==> config.mk <==
export PLATFORM = sky130hd
export DESIGN_NAME = lcd_bus_arb_flat
export DESIGN_NICKNAME = d
export VERILOG_FILES = /design/src/rtl/lcd_bus_pkg.sv /design/src/rtl/lcd_bus_arb_if.sv /design/src/rtl/rr_arbiter.sv /design/src/rtl/lcd_bus_arb.sv /design/src/flat_wrapper.sv
export SDC_FILE = /design/constraint.sdc
export NUM_CORES = 1
export LEC_CHECK = 0
export ABC_AREA = 1
export CORE_ASPECT_RATIO = 2
export CORE_MARGIN = 10
export CORE_UTILIZATION = 25
export CTS_BUF_LIST = sky130_fd_sc_hd__clkbuf_4 sky130_fd_sc_hd__clkbuf_8 sky130_fd_sc_hd__clkbuf_16
export DETAILED_ROUTE_END_ITERATION = 8
export SKIP_LAST_GASP = 1
export SYNTH_ARGS = -nofsm -noshare
export SYNTH_HDL_FRONTEND = slang
export SYNTH_SLANG_ARGS = --single-unit
export TNS_END_PERCENT = 30
==> constraint.sdc <==
create_clock -name clk -period 2.4 [get_ports clk]
set_clock_uncertainty 0.15 [all_clocks]
set_input_delay 0.48 -clock clk [delete_from_list [all_inputs] [get_ports clk]]
set_output_delay 0.48 -clock clk [all_outputs]
set_load 0.005 [all_outputs]
==> src/rtl/lcd_bus_pkg.sv <==
// Shared definitions for the LCD bus arbiter: FSM state type and size limits.
// Latency: n/a (types and constants only).
// Backpressure: n/a.
package lcd_bus_pkg;

  // Arbiter FSM: IDLE has no bus owner, OWN has exactly one granted channel.
  typedef enum logic [0:0] {
    IDLE = 1'b0,
    OWN  = 1'b1
  } state_t;

  // Word width: bit DW-1 is the LCD D/C flag, the low bits are pixel/command data.
  localparam int DW_DEFAULT = 9;

  // Largest supported number of requesting channels.
  localparam int N_CH_MAX = 8;

endpackage

==> src/rtl/lcd_bus_arb_if.sv <==
// Bundle of request-side and output-side signals of the LCD bus arbiter.
// Latency: n/a (wiring only).
// Backpressure: req_ready per channel, q_ready from downstream.
// Ports: req_valid/req_data/req_last/req_ready per channel, q_valid/q_data/q_last/q_ready
// for the merged output stream, grant (one-hot owner) and busy status.
interface lcd_bus_arb_if
  import lcd_bus_pkg::*;
#(
  parameter int N_CH = 2,
  parameter int DW   = DW_DEFAULT
) ();

  logic [N_CH-1:0]         req_valid;
  logic [N_CH-1:0][DW-1:0] req_data;
  logic [N_CH-1:0]         req_last;
  logic [N_CH-1:0]         req_ready;
  logic                    q_valid;
  logic [DW-1:0]           q_data;
  logic                    q_last;
  logic                    q_ready;
  logic [N_CH-1:0]         grant;
  logic                    busy;

  // Driver of the channels and consumer of the output stream.
  modport master (
    output req_valid, req_data, req_last, q_ready,
    input  req_ready, q_valid, q_data, q_last, grant, busy
  );

  // The arbiter itself.
  modport slave (
    input  req_valid, req_data, req_last, q_ready,
    output req_ready, q_valid, q_data, q_last, grant, busy
  );

endinterface

==> src/rtl/rr_arbiter.sv <==
// Combinational round-robin pick: first requester at or after ptr, wrapping at N_CH.
// Latency: 0 cycles (pure combinational).
// Backpressure: none; pick is all zero when no request is present.
// Ports: req (request vector), ptr (search start index), pick (one-hot winner).
module rr_arbiter #(
  parameter int N_CH = 2,
  parameter int PW   = 1
) (
  input  logic [N_CH-1:0] req,
  input  logic [PW-1:0]   ptr,
  output logic [N_CH-1:0] pick
);

  logic [2*N_CH-1:0] req_dbl;
  logic [N_CH-1:0]   rot;
  logic [N_CH-1:0]   rot_pick;
  logic [2*N_CH-1:0] pick_dbl;
  logic              found;

  // Rotate so that channel ptr lands on bit 0, then a fixed priority scan
  // from bit 0 gives the round-robin order.
  assign req_dbl = {req, req};
  assign rot     = req_dbl[ptr +: N_CH];

  always_comb begin
    rot_pick = '0;
    found    = 1'b0;
    for (int i = 0; i < N_CH; i++) begin
      if (!found && rot[i]) begin
        rot_pick[i] = 1'b1;
        found       = 1'b1;
      end
    end
  end

  // Undo the rotation; a bit pushed past the top wraps back to the bottom half.
  assign pick_dbl = {{N_CH{1'b0}}, rot_pick} << ptr;
  assign pick     = pick_dbl[N_CH-1:0] | pick_dbl[2*N_CH-1:N_CH];

endmodule

==> src/rtl/lcd_bus_arb.sv <==
// Round-robin arbiter merging N_CH burst sources onto one registered LCD word stream.
// Latency: 2 cycles from request in IDLE to q_valid; then 1 word/clock within a burst.
// Backpressure: q_ready low holds the output register and drops the owner's req_ready.
// Ports: clk, reset (async, active high), bus (slave side of lcd_bus_arb_if).
module lcd_bus_arb
  import lcd_bus_pkg::*;
#(
  parameter int N_CH = 2,
  parameter int DW   = DW_DEFAULT
) (
  input  logic          clk,
  input  logic          reset,
  lcd_bus_arb_if.slave  bus
);

  localparam int PW = (N_CH > 1) ? $clog2(N_CH) : 1;

  state_t          state;
  logic [N_CH-1:0] grant_q;
  logic [PW-1:0]   ptr;        // first channel to examine at the next arbitration
  logic [N_CH-1:0] pick;

  logic            q_valid_q;
  logic [DW-1:0]   q_data_q;
  logic            q_last_q;

  logic            can_xfer;
  logic [N_CH-1:0] ready;
  logic            xfer;
  logic [DW-1:0]   xfer_data;
  logic            xfer_last;
  logic [PW-1:0]   owner_idx;
  logic [PW-1:0]   ptr_nxt;

  rr_arbiter #(
    .N_CH (N_CH),
    .PW   (PW)
  ) u_rr (
    .req  (bus.req_valid),
    .ptr  (ptr),
    .pick (pick)
  );

  // The owner may move a word whenever the output register is empty or draining.
  assign can_xfer = (state == OWN) && (!q_valid_q || bus.q_ready);
  assign ready    = can_xfer ? grant_q : '0;
  assign xfer     = |(ready & bus.req_valid);

  // grant_q is one-hot in OWN, so OR-ing the granted lanes is a plain mux.
  always_comb begin
    xfer_data = '0;
    xfer_last = 1'b0;
    owner_idx = '0;
    for (int i = 0; i < N_CH; i++) begin
      if (grant_q[i]) begin
        xfer_data = xfer_data | bus.req_data[i];
        xfer_last = xfer_last | bus.req_last[i];
        owner_idx = PW'(i);
      end
    end
  end

  // Next search starts just after the channel that finished its burst.
  assign ptr_nxt = (owner_idx == PW'(N_CH - 1)) ? '0 : owner_idx + PW'(1);

  always_ff @(posedge clk or posedge reset) begin
    if (reset) begin
      state   <= IDLE;
      grant_q <= '0;
      ptr     <= '0;
    end else begin
      case (state)
        IDLE: begin
          if (|bus.req_valid) begin
            state   <= OWN;
            grant_q <= pick;
          end
        end
        OWN: begin
          // Bus is released on the edge that moves the last word; the
          // output register drains independently of the FSM.
          if (xfer && xfer_last) begin
            state   <= IDLE;
            grant_q <= '0;
            ptr     <= ptr_nxt;
          end
        end
        default: begin
          state   <= IDLE;
          grant_q <= '0;
        end
      endcase
    end
  end

  always_ff @(posedge clk or posedge reset) begin
    if (reset) begin
      q_valid_q <= 1'b0;
      q_data_q  <= '0;
      q_last_q  <= 1'b0;
    end else if (xfer) begin
      q_valid_q <= 1'b1;
      q_data_q  <= xfer_data;
      q_last_q  <= xfer_last;
    end else if (bus.q_ready) begin
      q_valid_q <= 1'b0;
    end
  end

  assign bus.req_ready = ready;
  assign bus.q_valid   = q_valid_q;
  assign bus.q_data    = q_data_q;
  assign bus.q_last    = q_last_q;
  assign bus.grant     = grant_q;
  assign bus.busy      = (state != IDLE);

endmodule

==> src/flat_wrapper.sv <==
// flat-port wrapper written by rule: the top's interface ports become plain ports
module lcd_bus_arb_flat import lcd_bus_pkg::*;
#(
  parameter int N_CH = 2,
  parameter int DW   = DW_DEFAULT
)
  (clk, reset, bus_req_valid, bus_req_data, bus_req_last, bus_q_ready, bus_req_ready, bus_q_valid, bus_q_data, bus_q_last, bus_grant, bus_busy);
  lcd_bus_arb_if #(.N_CH(N_CH), .DW(DW)) bus_i ();
  input  logic clk;
  input  logic reset;
  input wire logic [$bits(bus_i.req_valid)-1:0] bus_req_valid;
  input wire logic [$bits(bus_i.req_data)-1:0] bus_req_data;
  input wire logic [$bits(bus_i.req_last)-1:0] bus_req_last;
  input wire logic [$bits(bus_i.q_ready)-1:0] bus_q_ready;
  output wire logic [$bits(bus_i.req_ready)-1:0] bus_req_ready;
  output wire logic [$bits(bus_i.q_valid)-1:0] bus_q_valid;
  output wire logic [$bits(bus_i.q_data)-1:0] bus_q_data;
  output wire logic [$bits(bus_i.q_last)-1:0] bus_q_last;
  output wire logic [$bits(bus_i.grant)-1:0] bus_grant;
  output wire logic [$bits(bus_i.busy)-1:0] bus_busy;
  assign bus_i.req_valid = bus_req_valid;
  assign bus_i.req_data = bus_req_data;
  assign bus_i.req_last = bus_req_last;
  assign bus_i.q_ready = bus_q_ready;
  assign bus_req_ready = bus_i.req_ready;
  assign bus_q_valid = bus_i.q_valid;
  assign bus_q_data = bus_i.q_data;
  assign bus_q_last = bus_i.q_last;
  assign bus_grant = bus_i.grant;
  assign bus_busy = bus_i.busy;
  lcd_bus_arb #(.N_CH(N_CH), .DW(DW)) u_core (.clk(clk), .reset(reset), .bus(bus_i));
endmodule
# Word-level counts from Yosys, hierarchy flattened
# Index checks and enable logic that the tools add are counted.
totals:
  ff_bits: 15
  wordCells: 44
  inputBits: 25
  out_inout_bits: 16
classes:
  bitwise_logic: 5
  n_mux: 17
  shift: 2
  n_reduce_logical: 11
  n_eq_ne: 2
  addsub: 1
op_table:
  columns: ["operator", "n"]
  rows:
  - ["$mux 9", 2]
  - ["$mux 1", 10]
  - ["$or 9x9->9", 1]
  - ["$mux 2", 3]
  - ["$pmux 2 s2", 1]
  - ["$reduce_and 2->1", 2]
  - ["$reduce_or 2->1", 2]
  - ["$shiftx 4x2->2", 1]
  - ["$shl 2x1->4", 1]
  - ["$logic_and 1x1->1", 3]
  - ["$and 2x2->2", 1]
  - ["$logic_not 1->1", 2]
  - ["$ne 2x1->1 const B", 1]
  - ["$ne 2x2->1 const B", 1]
  - ["$or 2x2->2", 1]
  - ["$pmux 1 s2", 1]
  - ["$reduce_bool 2->1", 1]
  - ["$add 1x1->1 const B", 1]
  - ["$logic_or 1x1->1", 1]
  - ["$not 1->1", 1]
  - ["$or 1x1->1", 1]

# Depth between registers and ports, before layout
# Gate-level depths: netlist of run 1.
logic_depth:
  ltp_word: 9
  ltp_mapped: 8
  ltp_nobuf: 7

# Modules after synthesis
# From an unflattened synthesis of run 1, not the netlist that was laid out.
hier_totals:
  hier_cells: 90
  area_unflattened_um2: 763.2
by_module_without_submodules:
  columns: ["module", "cells_each", "instances", "area_each_um2", "seq_area_each_um2"]
  rows:
  - ["lcd_bus_arb", 86, 1, 735.7, 375.4]
  - ["rr_arbiter", 4, 1, 27.5, 0.0]

# Worst setup path after synthesis of run 1
# No wires, ideal clock.
synth_path:
  path_kind: "input -> output"
  start: "input bus_q_ready"
  end: "output bus_req_ready[0]"
  setup_slack_ps: 1006
  arrival_ps: 764
  required_time_ps: 1770
  path_buffers: 0
  stages: 4
  path_cell_list: "inv_1 nand2_1 nand2_1 nor2_1"
synth_between:
  elab_chain_len: 3
synth_rtl:
  columns: ["element", "line", "text"]
  rows:
  - ["start, declared", "flat_wrapper.sv:14", "input wire logic [$bits(bus_i.q_ready)-1:0] bus_q_ready;"]
  - ["$logic_or 1x1->1", "lcd_bus_arb.sv:45", "assign can_xfer = (state == OWN) && (!q_valid_q || bus.q_ready);"]
  - ["$logic_and 1x1->1", "lcd_bus_arb.sv:45", null]
  - ["$mux 2", "lcd_bus_arb.sv:46", "assign ready = can_xfer ? grant_q : '0;"]
  - ["end, declared", "flat_wrapper.sv:15", "output wire logic [$bits(bus_i.req_ready)-1:0] bus_req_ready;"]
# Every way passes these cells.

# Worst setup path in the final report of run 1
# Same ends and word-level chain as after synthesis.

==> flow_summary_export.csv, run 1 <==
group,metric,value,unit
grt,gr-total-overflow,0,
timing,max_freq,426,MHz
pwr,seq_power_share,0.353,
pwr,pwr-share-comb,0.487,
pwr,ir_drop,0.492,mV
floorplanning,die_h,97.6,um
grt,grt_pass1_wl,3790,um
critical_path,max_stage_delay,510,ps
finish,nFillCells,327,
finish,layout_commonest_cell,"nand2_1",
status,outcome,"finished clean",
routing,route.detailed.drc,0,
yosys,synth_area,752,um2
timing,rsz0062_at_grt,"true",
critical_path,reg2reg_depth,5,
floorplanning,io_pins,41,
place,numPortBuffers,40,
clocking,root_buffer,"clkbuf_8",
timing,setup_viol,0,
place,gp_congestion,0.740,
timing,relSlewSlack,0.628,
critical_path,reg2reg_slack,800,ps
critical_path,slowest_stage,"clkdlybuf4s50_1",
yosys,synth_nets,114,
critical_path,cp-startpoint,"bus_q_ready",
timing,final.setup.tns,0,ps
routing,wl,2220,um
finish,final_layout_size_suffix_gt1_frac,0.0763,
critical_path,timing.rr.start,"u_core.bus.grant[0]",
timing,fin_crit,2350,ps
routing,vias,725,
yosys,synthCells,89,
finish,mostFrequentLayoutCells,"nand2_1 (40), clkdlybuf4s50_1 (39), dfrtp_1 (15), a22o_1 (9), inv_1 (7)",
floorplanning,core_area,2940,um2
grt,gr-usage-all-layers,0.0815,
run,cap_violations,0,
yosys,synth_top_area_frac,0.499,
yosys,synthDistinctLibCells,13,
place,post_dp_cell_area,1170,um2
clocking,cts_tree,"yes",
pwr,clkPwrFrac,0.160,
place,dp_hpwl,1930,um
yosys,synth_top_family_by_area,"simple AND/OR/NAND/NOR gates",
clocking,clock_latency,240,ps
yosys,synthAdderAreaFrac,0,
yosys,synthTopCellsByArea,"dfrtp_1 (50%), nand2_1 (20%), a22o_1 (10%), inv_1 (3.5%), buf_4 (3.0%)",
finish,multi_input_comb_area,305,um2
critical_path,endpoint,"bus_req_ready[0]",
timing,whs,318,ps
clocking,numClockSinks,15,
yosys,syn_avg_cell_area,8.45,um2
pwr,powerDensity,1040,nW/um2
finish,seq_area,375,um2
critical_path,worst-setup-path-type,"input port to output port",
routing,ant_nets,0,
yosys,ys_ff_latch,15,
yosys,ys_seq_area_frac,0.499,
grt,antenna_found_initial,0,
critical_path,cp_data_arrival_time,1720,ps
floorplanning,die-area,5730,um2
critical_path,worstPathRequired,1770,ps
pwr,switchingPower,0.448,mW
timing,hold_violations,0,
finish,syn_to_final_growth,61.7,%
yosys,synthXorXnorAreaFrac,0,
timing,worst_pin_slew,557,ps
clocking,cts_setup_buffers,0,
critical_path,r2r-end,"u_core.bus.q_last",
floorplanning,fp.dieW,58.8,um
yosys,yosys.area_share.simple,0.270,
pwr,leakage,0.623,nW
critical_path,critPathCaptureType,"output port",
routing,first_pass_iters,4,
critical_path,worstPathMaxFanout,2,
pwr,internal_power,0.815,mW
critical_path,crit_path_cell_trace,"clkdlybuf4s50_1 > inv_1 > nand2_1 > nand2_1 > nor2_1 > clkdlybuf4s50_1",
worst_hold_path,hold_class,"flop to flop",
clocking,clk_pin_slew,60,ps
floorplanning,rows,28,
finish,design_area,1220,um2
yosys,synth_mux_area_frac,0,
grt,grt_pass1_vias,810,
yosys,yosysWarnings,0,
timing,drv_slew,0,
yosys,yosys.area.top_type,"dfrtp_1",
yosys,synth_compound_area_frac,0.136,
critical_path,startpoint_type,"input port",
grt,grt_max_degree,16,
routing,wl_per_cell,13.8,um
routing,viasPerCell,4.50,
clocking,numCtsBuffers,3,
clocking,cts_hold_buf,0,
clocking,htreeDepth,1,
floorplanning,initial_core_util,0.256,
routing,dr.first_iter.drc_count,17,
pwr,switching_share,0.355,
clocking,cts_buffer_depth,2,
finish,fin_nets,157,
timing,fin_crit_sh,0.978,
finish,antennaDiodeCount,0,
metrics by stage:
stage	instances	total power [mW]	setup WS, ps	utilization
floorplan	89	0.781	1010	-
global placement	157	1.07	46.6	0.397
detailed placement	157	1.08	26.4	0.397
CTS	161	1.29	23.7	0.412
global route	161	1.37	-87.0	0.413
finish	161	1.26	53.5	0.413
power by group through the flow:
| stage | registers [mW] | clock network, mW | logic, mW |
|---|---|---|---|
| 2_1_floorplan | 0.427 | 0 | 0.354 |
| 3_3_place_gp | 0.446 | 0 | 0.626 |
| 3_5_place_dp | 0.451 | 0 | 0.632 |
| 4_1_cts | 0.447 | 0.205 | 0.634 |
| 5_1_grt | 0.463 | 0.216 | 0.694 |
| 6_report | 0.446 | 0.203 | 0.615 |
repair_timing:
action | 4_1_cts | 5_1_grt
endpoints found under the setup margin | 0 | 2
gates resized for setup | 0 | 1
endpoints found under the hold margin | 0 | 0
Yosys cell counts:
cell and count:
o21ai_2 1, inv_1 7, o21ai_0 1, a22o_2 1, nand2_1 40, a22o_1 9
nand3_1 2, nor2_1 5, buf_4 3, nand4_1 2, nand2_4 1, dfrtp_1 15
buf_6 2
layer usage:
metal / vias to the layer above / routed length [um] / track usage
met2: 23 / 1230 / 0.146
li1: 366 / - / -
met3: 2 / 219 / 0.0340
met4: 0 / 20 / 0.0373
met1: 334 / 758 / 0.0740
met5: - / 0 / 0
sequential cells by signal, indices dropped and copies added (netlist names):
name,cells
u_core.ptr,1
u_core.bus.busy,1
u_core.bus.q_last,1
u_core.bus.q_data,9
u_core.bus.grant,2
u_core.bus.q_valid,1
worst min path at each step:
stage / start / to / cells after the start
finish: u_core.bus.q_data[5] / u_core.bus.q_data[5] / 2
global route: u_core.bus.q_data[1] / u_core.bus.q_data[1] / 2
CTS: u_core.bus.q_data[5] / u_core.bus.q_data[5] / 2
detailed placement: u_core.bus.q_data[5] / u_core.bus.q_data[5] / 2
global placement: u_core.bus.q_data[0] / u_core.bus.q_data[0] / 2
floorplan: reset / u_core.bus.busy / 1
cell type report:
| type | instances | share of cell area |
|---|---|---|
| multi-input combinational | 62 | 0.251 |
| clock inverter | 1 | 0.00412 |
| sequential | 15 | 0.309 |
| clock buffer | 3 | 0.0340 |
| inverter | 7 | 0.0216 |
| timing repair buffer | 43 | 0.350 |
| tap | 30 | 0.0309 |
cells by family after synthesis:
kind of cell	after synthesis
compound gates	12
buf+inv	12
flops	15
simple gates	50
critical path, delay by kind of cell:
kind,cells,cell delay [ps]
and+or+nand+nor,3,230
buffers and inverters,3,1000
(Power assumes the default switching activity.)
==> run 2: changes to the inputs <==
--- a/config.mk
+++ b/config.mk
@@ -10,6 +10,7 @@
 export CORE_MARGIN = 10
 export CORE_UTILIZATION = 25
 export CTS_BUF_LIST = sky130_fd_sc_hd__clkbuf_4 sky130_fd_sc_hd__clkbuf_8 sky130_fd_sc_hd__clkbuf_16
+export CTS_CLUSTER_DIAMETER = 200
 export DETAILED_ROUTE_END_ITERATION = 8
 export SKIP_LAST_GASP = 1
 export SYNTH_ARGS = -nofsm -noshare
==> results of run 2 <==
Same layout as run 1: the final DEF is identical, and so are final timing and power.
